`src/rtl/digit_scan_pkg.sv`:
```
// Shared types and sizing for the multiplexed digit scanner.
// Latency: n/a (declarations only).
// Backpressure: n/a.
package digit_scan_pkg;

  localparam int DWELL_W = 8;
  localparam int BLANK_W = 4;
  localparam int NDIG    = 4;
  localparam int SEL_W   = $clog2(NDIG);
  // One down-counter serves both phases, so it is sized for the longer one.
  localparam int CNT_W   = (DWELL_W > BLANK_W) ? DWELL_W : BLANK_W;

  // Starting a next-digit search from the top index yields the lowest set bit.
  localparam logic [SEL_W-1:0] LAST_IDX = SEL_W'(NDIG - 1);

  typedef enum logic [1:0] {
    IDLE  = 2'd0,
    BLANK = 2'd1,
    SHOW  = 2'd2
  } state_t;

endpackage

```
`src/rtl/scan_next_sel.sv`:
```
// Finds the first enabled digit strictly after cur, searching upward modulo NDIG.
// Latency: combinational.
// Backpressure: none; pure function of mask and cur.
module scan_next_sel
  import digit_scan_pkg::*;
(
  input  logic [NDIG-1:0]  mask,
  input  logic [SEL_W-1:0] cur,
  output logic [SEL_W-1:0] nxt,
  output logic             wrap
);

  logic             found;
  logic [SEL_W-1:0] idx;

  // Rotating priority search; offset NDIG lands back on cur, covering a single-digit mask.
  always_comb begin
    nxt   = cur;
    found = 1'b0;
    idx   = cur;
    for (int k = 1; k <= NDIG; k++) begin
      idx = cur + SEL_W'(k);
      if (!found && mask[idx]) begin
        nxt   = idx;
        found = 1'b1;
      end
    end
    wrap = (nxt <= cur);
  end

endmodule

```
`src/rtl/digit_scan_ctrl.sv`:
```
// Time-multiplexed digit scanner: per enabled digit, BLANK (e=1) then SHOW (e=0) for dwell+1 cycles.
// Latency: outputs registered; a start request in IDLE selects the first digit on the next cycle.
// Backpressure: none; run is a level request and a digit always completes before the scan idles.
module digit_scan_ctrl
  import digit_scan_pkg::*;
(
  input  logic               clk,
  input  logic               rst_n,
  input  logic               run,
  input  logic [NDIG-1:0]    mask,
  input  logic [DWELL_W-1:0] dwell,
  input  logic [BLANK_W-1:0] blank,
  output logic [SEL_W-1:0]   w,
  output logic               e,
  output logic               digit_done,
  output logic               frame_done,
  output logic               busy
);

  state_t           state, state_nxt;
  logic [CNT_W-1:0] cnt, cnt_nxt;
  logic [SEL_W-1:0] w_nxt;
  logic             e_nxt, dd_nxt, fd_nxt, busy_nxt;

  logic             go;
  logic             cnt_zero;
  logic             has_blank;
  logic [SEL_W-1:0] sel_cur, sel_nxt;
  logic             sel_wrap;
  logic [CNT_W-1:0] digit_load;

  assign go        = run && (mask != '0);
  assign cnt_zero  = (cnt == '0);
  assign has_blank = (blank != '0);
  // Entering a digit loads the blank length, or the dwell directly when blanking is off.
  assign digit_load = has_blank ? (CNT_W'(blank) - CNT_W'(1)) : CNT_W'(dwell);
  // From IDLE the search starts above the top index so it returns the lowest set bit.
  assign sel_cur   = (state == IDLE) ? LAST_IDX : w;

  scan_next_sel u_next_sel (
    .mask (mask),
    .cur  (sel_cur),
    .nxt  (sel_nxt),
    .wrap (sel_wrap)
  );

  // State, counter and registered outputs; synchronous active-low reset.
  always_ff @(posedge clk) begin
    if (!rst_n) begin
      state      <= IDLE;
      cnt        <= '0;
      w          <= '0;
      e          <= 1'b1;
      digit_done <= 1'b0;
      frame_done <= 1'b0;
      busy       <= 1'b0;
    end else begin
      state      <= state_nxt;
      cnt        <= cnt_nxt;
      w          <= w_nxt;
      e          <= e_nxt;
      digit_done <= dd_nxt;
      frame_done <= fd_nxt;
      busy       <= busy_nxt;
    end
  end

  // Next-state: phases advance only when the down-counter reaches zero.
  always_comb begin
    state_nxt = state;
    case (state)
      IDLE:    if (go) state_nxt = has_blank ? BLANK : SHOW;
      BLANK:   if (cnt_zero) state_nxt = SHOW;
      SHOW: begin
        if (cnt_zero) begin
          if (go) state_nxt = has_blank ? BLANK : SHOW;
          else    state_nxt = IDLE;
        end
      end
      default: state_nxt = IDLE;
    endcase
  end

  // Output/datapath next values; w only moves at digit entry, never inside a SHOW.
  always_comb begin
    cnt_nxt  = cnt_zero ? cnt : (cnt - CNT_W'(1));
    w_nxt    = w;
    dd_nxt   = 1'b0;
    fd_nxt   = 1'b0;
    e_nxt    = (state_nxt != SHOW);
    busy_nxt = (state_nxt != IDLE);
    case (state)
      IDLE: begin
        if (go) begin
          w_nxt   = sel_nxt;
          cnt_nxt = digit_load;
        end
      end
      BLANK: begin
        if (cnt_zero) cnt_nxt = CNT_W'(dwell);
      end
      SHOW: begin
        if (cnt_zero) begin
          dd_nxt = 1'b1;
          if (go) begin
            w_nxt   = sel_nxt;
            fd_nxt  = sel_wrap;
            cnt_nxt = digit_load;
          end
        end
      end
      default: begin
        cnt_nxt = '0;
      end
    endcase
  end

endmodule
```
`config.mk`:
```
export PLATFORM = sky130hd
export DESIGN_NAME = digit_scan_ctrl
export DESIGN_NICKNAME = d
export VERILOG_FILES = /design/src/rtl/digit_scan_pkg.sv /design/src/rtl/scan_next_sel.sv /design/src/rtl/digit_scan_ctrl.sv
export SDC_FILE = /design/constraint.sdc
export NUM_CORES = 1
export LEC_CHECK = 0
export ABC_AREA = 1
export CAP_MARGIN = 20
export CORE_MARGIN = 1
export CORE_UTILIZATION = 40
export DETAILED_ROUTE_END_ITERATION = 8
export HOLD_SLACK_MARGIN = 0.06
export SETUP_SLACK_MARGIN = 0.05
export SYNTH_ARGS = -nofsm -noshare
export SYNTH_HDL_FRONTEND = slang
export SYNTH_HIERARCHICAL = 1
export SYNTH_SLANG_ARGS = --single-unit
```
`constraint.sdc`:
```
create_clock -name clk -period 2.22 [get_ports clk]
set_input_delay 0.333 -clock clk [delete_from_list [all_inputs] [get_ports clk]]
set_output_delay 0.333 -clock clk [all_outputs]
set_load 0.01 [all_outputs]
```
Word-level counts from Yosys, hierarchy flattened
Cells that the tools add are included.
{"block": "totals", "wordCells": 69, "register_bits": 16, "in_bits": 19, "out_inout_bits": 6}
{"block": "classes", "n_reduce_logical": 16, "add_sub_neg": 5, "n_mux": 32, "n_eq_ne": 4, "order_cmp": 5}
{"op": "$mux W8", "count": 5}
{"op": "$mux W2", "count": 12}
{"op": "$pmux W8 S3", "count": 1}
{"op": "$lt A2 B3 Y1 const B", "count": 4}
{"op": "$bmux W1 S2", "count": 4}
{"op": "$logic_not A8 Y1", "count": 1}
{"op": "$mux W1", "count": 8}
{"op": "$reduce_bool A4 Y1", "count": 2}
{"op": "$sub A8 B1 Y8 const B", "count": 1}
{"op": "$pmux W2 S3", "count": 1}
{"op": "$sub A4 B1 Y5 const B", "count": 1}
{"op": "$add A2 B2 Y2 const B", "count": 2}
{"op": "$logic_and A1 B1 Y1", "count": 4}
{"op": "$ne A2 B2 Y1 const B", "count": 2}
{"op": "$pmux W2 S2", "count": 1}
{"op": "$reduce_and A2 Y1", "count": 2}
{"op": "$reduce_and A4 Y1", "count": 1}
{"op": "$reduce_bool A2 Y1", "count": 2}
{"op": "$logic_not A1 Y1", "count": 3}
{"op": "$add A2 B1 Y2 const B", "count": 1}
{"op": "$eq A2 B1 Y1 const B", "count": 1}
{"op": "$eq A2 B2 Y1 const B", "count": 1}
{"op": "$le A2 B2 Y1", "count": 1}
{"op": "$logic_not A2 Y1", "count": 1}

Logic depth before layout (Yosys ltp)
Gate-level depths: netlist of run 1.
{"block": "logic_depth", "depth_word": 18, "depth_mapped": 19, "depth_no_buf": 17}

Modules after synthesis
The synthesis of run 1 kept the hierarchy.
{"mod": "digit_scan_ctrl", "seq_area_each_um2": 320.3, "cells_per_inst": 185, "instances": 1, "area_each_um2": 1229.9}
{"mod": "scan_next_sel", "seq_area_each_um2": 0.0, "cells_per_inst": 63, "instances": 1, "area_each_um2": 345.3}

Worst setup path after synthesis of run 1
OpenSTA, ideal clock, no wires.
{"block": "synth_path", "kind": "register -> register", "start": "register state[0]", "end": "register frame_done", "period_less_slack_ps": 2216, "t_arrival_ps": 2151, "stages_incl_launch_ff": 20, "n_path_buf": 2, "required_time_ps": 2155, "setup_time_ps": 65, "setup_slack_ps": 4, "path_cell_list": "dfxtp_1 > buf_6 > nor2_1 > or2_2 > buf_6 > inv_8 > nand2_1 > nand2_2 > nand2_2 > nand2_2 > inv_2 > nor2_4 > nor2_1 > nor2_1 > ha_1 > inv_1 > nor2_1 > o21ai_0 > nand2_1 > nor2_1"}
{"block": "synth_between", "elab_chain_cells": 16, "word_cells_on_any_way": 29, "cone_classes": "add/sub (3); order compare (1); eq/ne (1); mux (16); reduce/logical (8)"}
{"element": "start: declaration", "line": "digit_scan_ctrl.sv:20", "text": "state_t state, state_nxt;"}
{"element": "start signal: assignment", "line": "digit_scan_ctrl.sv:58", "text": "state <= state_nxt;"}
{"element": "$logic_not A2 Y1 (*)", "line": "digit_scan_ctrl.sv:38", "text": "assign sel_cur = (state == IDLE) ? LAST_IDX : w;"}
{"element": "$mux W2 (*)", "line": "digit_scan_ctrl.sv:38"}
{"element": "via sel_cur[0]", "line": "digit_scan_ctrl.sv:28", "text": "logic [SEL_W-1:0] sel_cur, sel_nxt;"}
{"element": "$add A2 B1 Y2", "line": "scan_next_sel.sv:22", "text": "idx = cur + SEL_W'(k);"}
{"element": "$bmux W1 S2", "line": "scan_next_sel.sv:23", "text": "if (!found && mask[idx]) begin"}
{"element": "$mux W1 (implied by the code)", "line": "scan_next_sel.sv:23"}
{"element": "$mux W1", "line": "scan_next_sel.sv:23"}
{"element": "$logic_not A1 Y1", "line": "scan_next_sel.sv:23"}
{"element": "[3 not listed]"}
{"element": "$logic_and A1 B1 Y1", "line": "scan_next_sel.sv:23"}
{"element": "$mux W1", "line": "scan_next_sel.sv:23"}
{"element": "$logic_not A1 Y1", "line": "scan_next_sel.sv:23"}
{"element": "$logic_and A1 B1 Y1", "line": "scan_next_sel.sv:23"}
{"element": "$mux W2 (*)", "line": "scan_next_sel.sv:23"}
{"element": "via sel_nxt[1]", "line": "digit_scan_ctrl.sv:28"}
{"element": "$le A2 B2 Y1 (*)", "line": "scan_next_sel.sv:28", "text": "wrap = (nxt <= cur);"}
{"element": "via sel_wrap", "line": "digit_scan_ctrl.sv:29", "text": "logic sel_wrap;"}
{"element": "end signal: assignment", "line": "digit_scan_ctrl.sv:63", "text": "frame_done <= fd_nxt;"}
{"element": "end: declaration", "line": "digit_scan_ctrl.sv:16", "text": "output logic frame_done,"}
Mark *: on every way through the listed nets, which the timed path passes. The rest lies on a longest branch. The select of a mux whose other input is x is not followed.
A chain may end at the register's enable or synchronous reset.

Worst setup path in the final report of run 1
{"block": "layout_path", "start": "register state[0]", "end": "register frame_done"}
{"block": "layout_between", "elab_chain_cells": 16, "word_cells_on_any_way": 29, "cone_classes": "add/sub (3); order compare (1); eq/ne (1); mux (16); reduce/logical (8)"}
{"element": "$logic_not A2 Y1 (*)", "line": "digit_scan_ctrl.sv:38"}
{"element": "$mux W2 (*)", "line": "digit_scan_ctrl.sv:38"}
{"element": "$add A2 B1 Y2", "line": "scan_next_sel.sv:22"}
{"element": "$bmux W1 S2", "line": "scan_next_sel.sv:23"}
{"element": "$mux W1 (implied by the code)", "line": "scan_next_sel.sv:23"}
{"element": "$mux W1", "line": "scan_next_sel.sv:23"}
{"element": "$logic_not A1 Y1", "line": "scan_next_sel.sv:23"}
{"element": "$logic_and A1 B1 Y1", "line": "scan_next_sel.sv:23"}
{"element": "[2 not listed]"}
{"element": "$logic_and A1 B1 Y1", "line": "scan_next_sel.sv:23"}
{"element": "$mux W1", "line": "scan_next_sel.sv:23"}
{"element": "$logic_not A1 Y1", "line": "scan_next_sel.sv:23"}
{"element": "$logic_and A1 B1 Y1", "line": "scan_next_sel.sv:23"}
{"element": "$mux W2 (*)", "line": "scan_next_sel.sv:23"}
{"element": "via sel_nxt[1]", "line": "digit_scan_ctrl.sv:28"}
{"element": "$le A2 B2 Y1 (*)", "line": "scan_next_sel.sv:28"}
{"element": "via sel_wrap", "line": "digit_scan_ctrl.sv:29"}
Marks and branches as above.

==> impl_metrics.yaml, run 1 <==
timing:
  rsz0062_at_grt: "true"
  whs_ns: 0.524
  tightestPinTransition_ns: 0.459
  final.min_clock_period_ns: 2.14
  maxSlewViolCount: 0
  fin_crit_sh_pct: 96.6
  slew_headroom_pct: 69.3
  final-setup-viol-count: 0
  tns_ns: 0
  setup_ws_ns: 0.0750
  hold_viol: 0
  finClkSkew_ns: 0.00424
  max_freq_mhz: 466
power_and_ir_drop:
  p_sw_share_pct: 50.6
  seq_power_share_pct: 16.3
  power.total_mw: 2.79
  comb_power_share_pct: 74.0
  ir_drop_uv: 772
  power.switching_mw: 1.41
  p_per_area_nw_per_um2: 1360
  p_int_mw: 1.38
  leakagePower_nw: 1.00
  pwr-share-clk_pct: 9.6
detailed_routing:
  drc: 0
  ant_nets: 0
  dr.pass1.iters: 4
  vias: 1626
  vias_per_cell: 4.85
  wirelength_mm: 3.95
  detail_route.wl_per_cell_um: 11.8
  drt_iter0_drc: 84
synth:
  syn_area_per_cell_um2: 6.35
  synthesis.area_um2: 1580
  seq_area_frac_synth_pct: 20.3
  syn_inst: 248
  synth_area_leader_cell: "dfxtp_1"
  synthMuxAreaShare_pct: 0
  synthSimpleGateAreaFrac_pct: 45.5
  synth.distinct_cells: 39
  synth_compound_area_share_pct: 14.5
  synthAdderAreaFrac_pct: 4.77
  ys_top_cells_by_area: "dfxtp_1, nand2_1, inv_1, nor2_1, nand2_2"
  syn-num-nets: 273
  synth-xor-area-share_pct: 2.78
  yosys_warnings: 6
  ys_ff_latch: 16
  synth_top_family_by_area: "simple AND/OR/NAND/NOR gates"
  synth_top_area_share_pct: 20.3
min_path:
  hp-class: "register to register"
  min_path_cells: 2
placed_design:
  dp_slack_ns: -0.0103
  placement.cell_area_um2: 1910
  io_buffers: 24
  placed_cells: 326
  dpl.hpwl_mm: 3.16
  place.gp.congestion: 0.903
clock_network:
  clk_pin_slew_ns: 0.07
  clk_latency_ns: 0.26
  cts_tree: "done"
  cts_root_buffer: "clkbuf_8"
  cts_buffers: 3
  cts.sinks: 16
  htree_levels: 1
  cts.path.max_buffers: 2
global_route:
  antenna_found_initial: 0
  first_global_vias: 1498
  grt_max_degree: 12
  grt_usage_pct: 20.5
  grt_pass1_wl_mm: 6.62
  gr-total-overflow: 0
job:
  drv_cap: 0
setup_path:
  cp_max_fo: 5
  crit_path_start_kind: "register"
  cp.arrival_ns: 2.30
  crit_type: "register to register"
  worstRegToRegCells: 16
  cp_data_required_time_ns: 2.37
  crit_path_end_kind: "register"
final_layout:
  area_growth_pct: 30.3
  finalInstanceArea_um2: 2050
  nNetsFinal: 313
  finalCoreUtilization_pct: 55.2
  layout-drive-gt1-share_pct: 24.4
  diodes: 0
  stdcell_count: 335
die:
  rows: 22
  io_pins: 25
  initial_core_util_pct: 42.4
  die_h_um: 64.8
  die-area_um2: 4190
  core_um2: 3720
  die_x_um: 64.8
outcome:
  status: "complete, no violations"
[cell type report]
type | instances | area (um^2)
inverters | 37 | 149
flip-flops and latches | 16 | 323
fillers | 378 | 1660
repair buffers | 37 | 338
clock buffers | 4 | 55.1
multi-input cells | 193 | 1130
well taps | 48 | 60.1
[worst paths after layout]
kind,from,to,slack (ns)
worst max-delay path,state[0],frame_done,0.08
worst max register to register,state[0],frame_done,0.08
worst min-delay path,w[1],w[1],0.52
worst min register to register,w[1],w[1],0.52
[kinds of logic after synthesis]
| family | Yosys count |
|---|---|
| buffers and inverters | 40 |
| XOR/XNOR | 5 |
| adder cells (fa/ha/maj) | 6 |
| flip-flops | 16 |
| AND/OR/NAND/NOR | 141 |
| AO/OA/AOI/OAI | 40 |
[registers in the layout (all words and copies together), names as in the netlist]
signal,cells
frame_done,1
busy,1
state,2
w,2
e,1
digit_done,1
cnt,8
[synthesized netlist by cell type]
cell,count
o22ai_1,1
inv_8,1
buf_12,1
nand3_4,2
o211ai_1,2
a31oi_1,1
nand2_2,13
nand3_2,1
inv_4,1
clkinv_1,1
nor2_8,1
nor2_2,3
a211oi_1,1
nand4_1,2
inv_2,5
nand3_1,16
or2_1,1
buf_6,2
o21ai_0,13
inv_1,29
o21a_1,1
o221ai_1,1
nor2_4,2
ha_1,6
nor3_1,1
o21ai_2,2
nand2_4,5
nor4_1,1
or2_2,3
nand2_1,59
dfxtp_1,16
xor2_1,4
nor2_1,29
a21oi_1,14
or2_0,1
xnor2_1,1
a21oi_2,1
nand3b_1,1
o21ai_1,3
[worst max-delay path: stages, from the launching register on]
cell and delay, ns:
dfxtp_2 0.35, nor2_4 0.05, or2_2 0.35, nand2_1 0.09
nand2_1 0.05, nor2_1 0.11, nand3_2 0.10, nand2_2 0.08
nand2_1 0.05, nor2_1 0.13, nor2_2 0.06, ha_1 0.30
buf_4 0.13, nand2_1 0.05, o21ai_1 0.05, nand2_1 0.06
nor2_1 0.03
[layout by cell type, fill, tap and decap left out, types with 3 or more instances in the layout]
master            n
buf_4            13
o21ai_1           4
nor2_2            4
nand3_1          15
clkbuf_8          4
nand2_2          16
dfxtp_1          14
nor2_1           27
nand2_4           9
nor2_4            3
inv_1            29
a21oi_1          14
inv_2             5
ha_1              6
clkdlybuf4s50_1  24
o21ai_0          12
nand2_1          52
xor2_1            4
[routing by layer]
| layer | GRT usage [%] | wire [um] |
|---|---|---|
| met5 | 0 | 0 |
| met4 | 8.33 | 104 |
| met3 | 2.29 | 134 |
| met2 | 35.7 | 1890 |
| met1 | 25.4 | 1820 |
[power groups by stage]
stage	combinational [mW]	clock (mW)	sequential, mW
floorplan	1.55	0	0.451
CTS	1.87	0.275	0.451
global placement	1.86	0	0.458
detailed placement	1.85	0	0.458
global route	2.31	0.285	0.469
finish	2.07	0.269	0.456
[timing repair]
action / in CTS / in global routing
pin swaps: 0 / 15
resized for setup: 0 / 18
hold buffers: 0 / 0
endpoints found under the hold margin: 0 / 0
setup endpoints to repair: 1 / 1
buffers inserted: 1 / 3
cloned: 0 / 1
Power figures use the tool's default switching activity.
==> run 2, diff against run 1 <==
- PLACE_DENSITY: default -> 0.67
- SYNTH_HIERARCHICAL: 1 -> default
==> impl_metrics.yaml, run 2 <==
global_route:
  grt_max_degree: 10
  grt_pass1_wl_mm: 5.09
  antenna_found_initial: 0
  first_global_vias: 1226
  grt_usage_pct: 19.7
  gr-total-overflow: 0
final_layout:
  stdcell_count: 276
  finalCoreUtilization_pct: 60.5
  layout.area.seq_um2: 333
  top_register: "cnt"
  final_cell_mix: "nand2_1, inv_1, clkdlybuf4s50_1"
  largest_reg_flops: 8
  reg_top3: "cnt x8, state x2, w x2"
  diodes: 0
  mostFrequentLayoutCell: "nand2_1"
  nNetsFinal: 269
  area_growth_pct: 39.2
  multi_input_area_um2: 843
  finalInstanceArea_um2: 1710
  fillers: 275
  layout-drive-gt1-share_pct: 18.8
synth:
  syn-num-nets: 228
  syn_inst: 205
  async_flop_share_pct: 0
  synth.most_common_cell: "nand2_1"
  ys_ff_latch: 16
  syn_area_per_cell_um2: 6.00
  seq_area_frac_synth_pct: 26.0
  synth_flop_cell: "dfxtp_1"
  synthTopCellsByCount: "nand2_1, inv_1, nand3_1"
  synth.distinct_cells: 26
  synth-edff-count: 0
  ys_top_cells_by_area: "dfxtp_1, nand2_1, inv_1, nand3_1, nor2_1"
  synth_top_area_share_pct: 26.0
  synthesis.area_um2: 1230
  synth_area_leader_cell: "dfxtp_1"
  yosys_warnings: 0
setup_path:
  worstRegToRegCells: 17
  critical-path-max-stage-delay_ns: 0.38
  path_delay_family: "simple AND/OR/NAND/NOR gates"
  cp_data_required_time_ns: 2.42
  r2r_setup_slack_ns: 0.21
  crit_path_end_kind: "register"
  crit_path_start_kind: "register"
  cpMaxStageDelayCell: "dfxtp_4"
  regToRegEndpoint: "frame_done"
  crit_chain: "nor2_4, nor2_4, nand2_1, nand2_2, nand2_2, nand2_4, nand2_1, nand2_1, nand2_1, nand2_1, nand2_2, inv_2, ha_4, inv_1, nor2_1, o21ai_0, and3_1"
  crit_type: "register to register"
  path_common_cell: "nand2_1"
  cp-startpoint: "state[0]"
  timing.rr.start: "state[0]"
  cp.arrival_ns: 2.21
  path_buf_inv: 2
  cp_max_fo: 4
clock_network:
  cts_buffers: 3
  clk_pin_slew_ns: 0.11
  htree_levels: 1
  clk_latency_ns: 0.30
  cts.sinks: 16
  cts_root_buffer: "clkbuf_4"
  cts_tree: "done"
  cts.path.max_buffers: 2
die:
  rows: 19
  die-area_um2: 3300
  die_x_um: 57.5
  die_h_um: 57.5
  io_pins: 25
  core_um2: 2830
  initial_core_util_pct: 43.5
outcome:
  status: "finished with violations"
  violations: "DRC"
min_path:
  hp-class: "register to register"
  min-delay-start: "cnt[0]"
  min_delay_worst_endpoint: "cnt[0]"
  min_path_cells: 3
power_and_ir_drop:
  p_per_area_nw_per_um2: 1180
  ir_drop_uv: 569
  leakagePower_nw: 0.831
placed_design:
  placement.cell_area_um2: 1580
  io_buffers: 24
  dpl.hpwl_mm: 2.27
  placed_cells: 270
  place.gp.congestion: 0.899
detailed_routing:
  vias_per_cell: 4.95
  wirelength_mm: 2.97
  drc: 3
  ant_nets: 0
  drt_iter0_drc: 49
  detail_route.wl_per_cell_um: 10.8
  vias: 1366
  dr.pass1.iters: 7
timing:
  tightestPinTransition_ns: 0.438
  rsz0062_at_grt: "false"
  max_freq_mhz: 498
  tns_ns: 0
  fin_crit_sh_pct: 90.5
  final-setup-viol-count: 0
  final.min_clock_period_ns: 2.01
  whs_ns: 0.573
  finClkSkew_ns: 0.00187
  hold_viol: 0
  maxSlewViolCount: 0
  slew_headroom_pct: 70.6
job:
  drv_cap: 0
## run 2: routing by layer
metal | wire, um | global-route usage, % | vias to the layer above
li1 | - | - | 726
met1 | 1550 | 28.3 | 596
met2 | 1250 | 28.7 | 40
met3 | 132 | 3.40 | 4
met4 | 40 | 8.71 | 0
met5 | 0 | 0 | -
## run 2: report_power, final
group	switching (mW)	internal, mW	total [mW]	leakage (nW)
Sequential	0.0754	0.374	0.450	0.134
Clock	0.108	0.100	0.207	0.0210
Combinational	0.784	0.587	1.37	0.676
## run 2: worst register-to-register path: stages, from the launching register on
cell and delay [ns]:
dfxtp_4 0.38, nor2_4 0.20, nor2_4 0.08, nand2_1 0.07, nand2_2 0.08, nand2_2 0.09, nand2_4 0.07, nand2_1 0.06
nand2_1 0.05, nand2_1 0.06, nand2_1 0.06, nand2_2 0.07, inv_2 0.04, ha_4 0.25, inv_1 0.03, nor2_1 0.07
o21ai_0 0.07, and3_1 0.17
## run 2: worst max path at each step
stage / end / slack, ns / cells after the start
3_5_place_dp: frame_done / -0.06 / 17
2_1_floorplan: frame_done / 0.19 / 16
4_1_cts: frame_done / 0.1 / 17
6_report: frame_done / 0.21 / 17
5_1_grt: frame_done / 0.05 / 17
3_3_place_gp: frame_done / -0.02 / 17
## run 2: cell families (layout without fill, tap and decap cells)
logic type | Yosys count | after routing | synth area share (%)
adder cells (fa/ha/maj) | 4 | 4 | 4.07
XOR/XNOR | 7 | 7 | 4.98
buffers and inverters | 34 | 74 | 10.4
AO/OA/AOI/OAI | 25 | 25 | 11.3
flip-flops | 16 | 16 | 26.0
AND/OR/NAND/NOR | 119 | 119 | 43.2
## run 2: final cells by class
| class | instances | share of cell area, % |
|---|---|---|
| timing repair buffer | 36 | 19.3 |
| tap | 31 | 2.27 |
| sequential | 16 | 19.4 |
| multi-input combinational | 155 | 49.3 |
| inverter | 34 | 7.60 |
| clock buffer | 4 | 2.12 |
## run 2: what timing repair did
action / 4_1_cts / 5_1_grt
resized for setup: 1 / 26
hold buffers: 0 / 0
setup endpoints to repair: 1 / 1
buffers inserted: 0 / 2
pin swaps: 0 / 7
endpoints found under the hold margin: 0 / 0
## run 2: through the flow
stage	total power, mW	setup slack [ns]
2_1_floorplan	1.32	0.188
3_3_place_gp	1.67	-0.0208
3_5_place_dp	1.67	-0.0615
4_1_cts	1.88	0.0969
5_1_grt	2.25	0.0473
6_report	2.03	0.210
==> run 3, diff against run 2 <==
--- a/config.mk
+++ b/config.mk
@@ -14,4 +14,6 @@
 export PLACE_DENSITY = 0.67
 export SETUP_SLACK_MARGIN = 0.05
+export SKIP_CTS_REPAIR_TIMING = 1
+export SLEW_MARGIN = 15
 export SYNTH_ARGS = -nofsm -noshare
 export SYNTH_HDL_FRONTEND = slang
==> constraint.sdc (replaced) <==
create_clock -name clk -period 2.22 [get_ports clk]
set_input_delay 0.222 -clock clk [delete_from_list [all_inputs] [get_ports clk]]
set_output_delay 0.222 -clock clk [all_outputs]
set_load 0.01 [all_outputs]
==> impl_metrics.yaml, run 3 (synthesis results as in run 2) <==
placed_design:
  io_buffers: 24
  dpl.hpwl_mm: 2.24
  place.gp.congestion: 0.836
setup_path:
  crit_path_start_kind: "register"
  crit_chain: "nor2_4, a21oi_1, nand2_1, nand3_1, nand2_2, nand3_4, inv_2, nand2_1, nand2_2, inv_2, ha_4, inv_1, nor2_1, o21ai_1, and3_1"
  cpMaxStageDelayCell: "dfxtp_4"
  critical-path-max-stage-delay_ns: 0.38
  cp.arrival_ns: 2.18
  cp_data_required_time_ns: 2.42
  crit_type: "register to register"
  crit_path_end_kind: "register"
  cp_max_fo: 5
global_route:
  grt_max_degree: 10
  first_global_vias: 1159
  grt_usage_pct: 19.1
  grt_pass1_wl_mm: 4.92
  gr-total-overflow: 0
  antenna_found_initial: 0
timing:
  final-setup-viol-count: 0
  finClkSkew_ns: 0.00847
  maxSlewViolCount: 0
  fin_crit_sh_pct: 89.1
  slew_headroom_pct: 70.6
  tightestPinTransition_ns: 0.438
  tns_ns: 0
  hold_viol: 0
  max_freq_mhz: 506
  final.min_clock_period_ns: 1.98
  rsz0062_at_grt: "false"
detailed_routing:
  dr.pass1.iters: 6
  vias_per_cell: 4.81
  detail_route.wl_per_cell_um: 10.8
  ant_nets: 0
  vias: 1307
  drt_iter0_drc: 48
  wirelength_mm: 2.94
  drc: 3
die:
  core_um2: 2830
  die_h_um: 57.5
  initial_core_util_pct: 43.5
  die-area_um2: 3300
  rows: 19
  io_pins: 25
  die_x_um: 57.5
outcome:
  status: "finished with violations"
  violations: "DRC"
final_layout:
  layout-drive-gt1-share_pct: 18.7
  largest_reg_flops: 8
  nNetsFinal: 265
  diodes: 0
  area_growth_pct: 37.5
  reg_top3: "cnt x8, state x2, w x2"
  mostFrequentLayoutCell: "nand2_1"
  final_cell_mix: "nand2_1, inv_1, clkdlybuf4s50_1"
  top_register: "cnt"
clock_network:
  cts_tree: "done"
  clk_pin_slew_ns: 0.10
  clk_latency_ns: 0.29
  cts_root_buffer: "clkbuf_4"
  cts.sinks: 16
  cts_buffers: 3
  htree_levels: 1
  cts.path.max_buffers: 2
power_and_ir_drop:
  power.total_mw: 2.00
  p_per_area_nw_per_um2: 1180
  leakagePower_nw: 0.815
  ir_drop_uv: 571
min_path:
  hp-class: "primary input to register"
job:
  drv_cap: 0
-- run 3: changes by cell type in the layout (fill, tap and decap cells not counted) --
cell	change
o21ai_1	+1
nand3_2	+1
buf_4	-4
nand2_1	-2
o21ai_0	-1
nand2_2	+2
nand3_1	-1
-- run 3: layer usage --
| layer | GRT usage [%] | wire, um |
|---|---|---|
| met1 | 27.9 | 1570 |
| met2 | 28.7 | 1220 |
| met3 | 5.44 | 143 |
| met4 | 2.09 | 0 |
| met5 | 0 | 0 |
-- run 3: report_power, final --
group          internal (mW)  switching [mW]  total [mW]
Combinational          0.557           0.790        1.35
Sequential             0.375          0.0770       0.452
Clock                 0.0999          0.0976       0.197
Total                   1.03           0.964        2.00
-- run 3: metrics by stage --
stage	cells	instance area [um^2]	utilization (%)	hold slack [ns]	setup slack, ns
3_5_place_dp	265	1550	54.7	0.546	0.0161
2_1_floorplan	205	1230	-	0.310	0.188
3_3_place_gp	265	1550	54.7	0.543	0.0533
4_1_cts	269	1580	55.9	0.486	0.00190
5_1_grt	272	1690	59.8	0.500	0.0424
6_report	272	1690	59.8	0.495	0.243
-- run 3: area by class of cell --
cell class	instances	area (um^2)
Fill cell	293	1140
Multi-Input combinational cell	155	853
Sequential cell	16	333
Timing Repair Buffer	32	300
Inverter	34	130
Tap cell	31	38.8
Clock buffer	4	36.3
-- run 3: final timing paths --
check           start         end  slack [ns]  cells past startpoint
max          state[0]  frame_done        0.24                     15
min          dwell[7]      cnt[7]        0.50                      3
max reg2reg  state[0]  frame_done        0.24                     15
min reg2reg    cnt[0]      cnt[0]        0.56                      3
-- run 3: worst max-delay path, delay by kind of cell, from the launching register on --
| kind | cells | cell delay (ns) |
|---|---|---|
| adder cells (fa/ha/maj) | 1 | 0.25 |
| AO/OA/AOI/OAI | 2 | 0.12 |
| buffers and inverters | 3 | 0.14 |
| flip-flops | 1 | 0.38 |
| AND/OR/NAND/NOR | 9 | 0.99 |
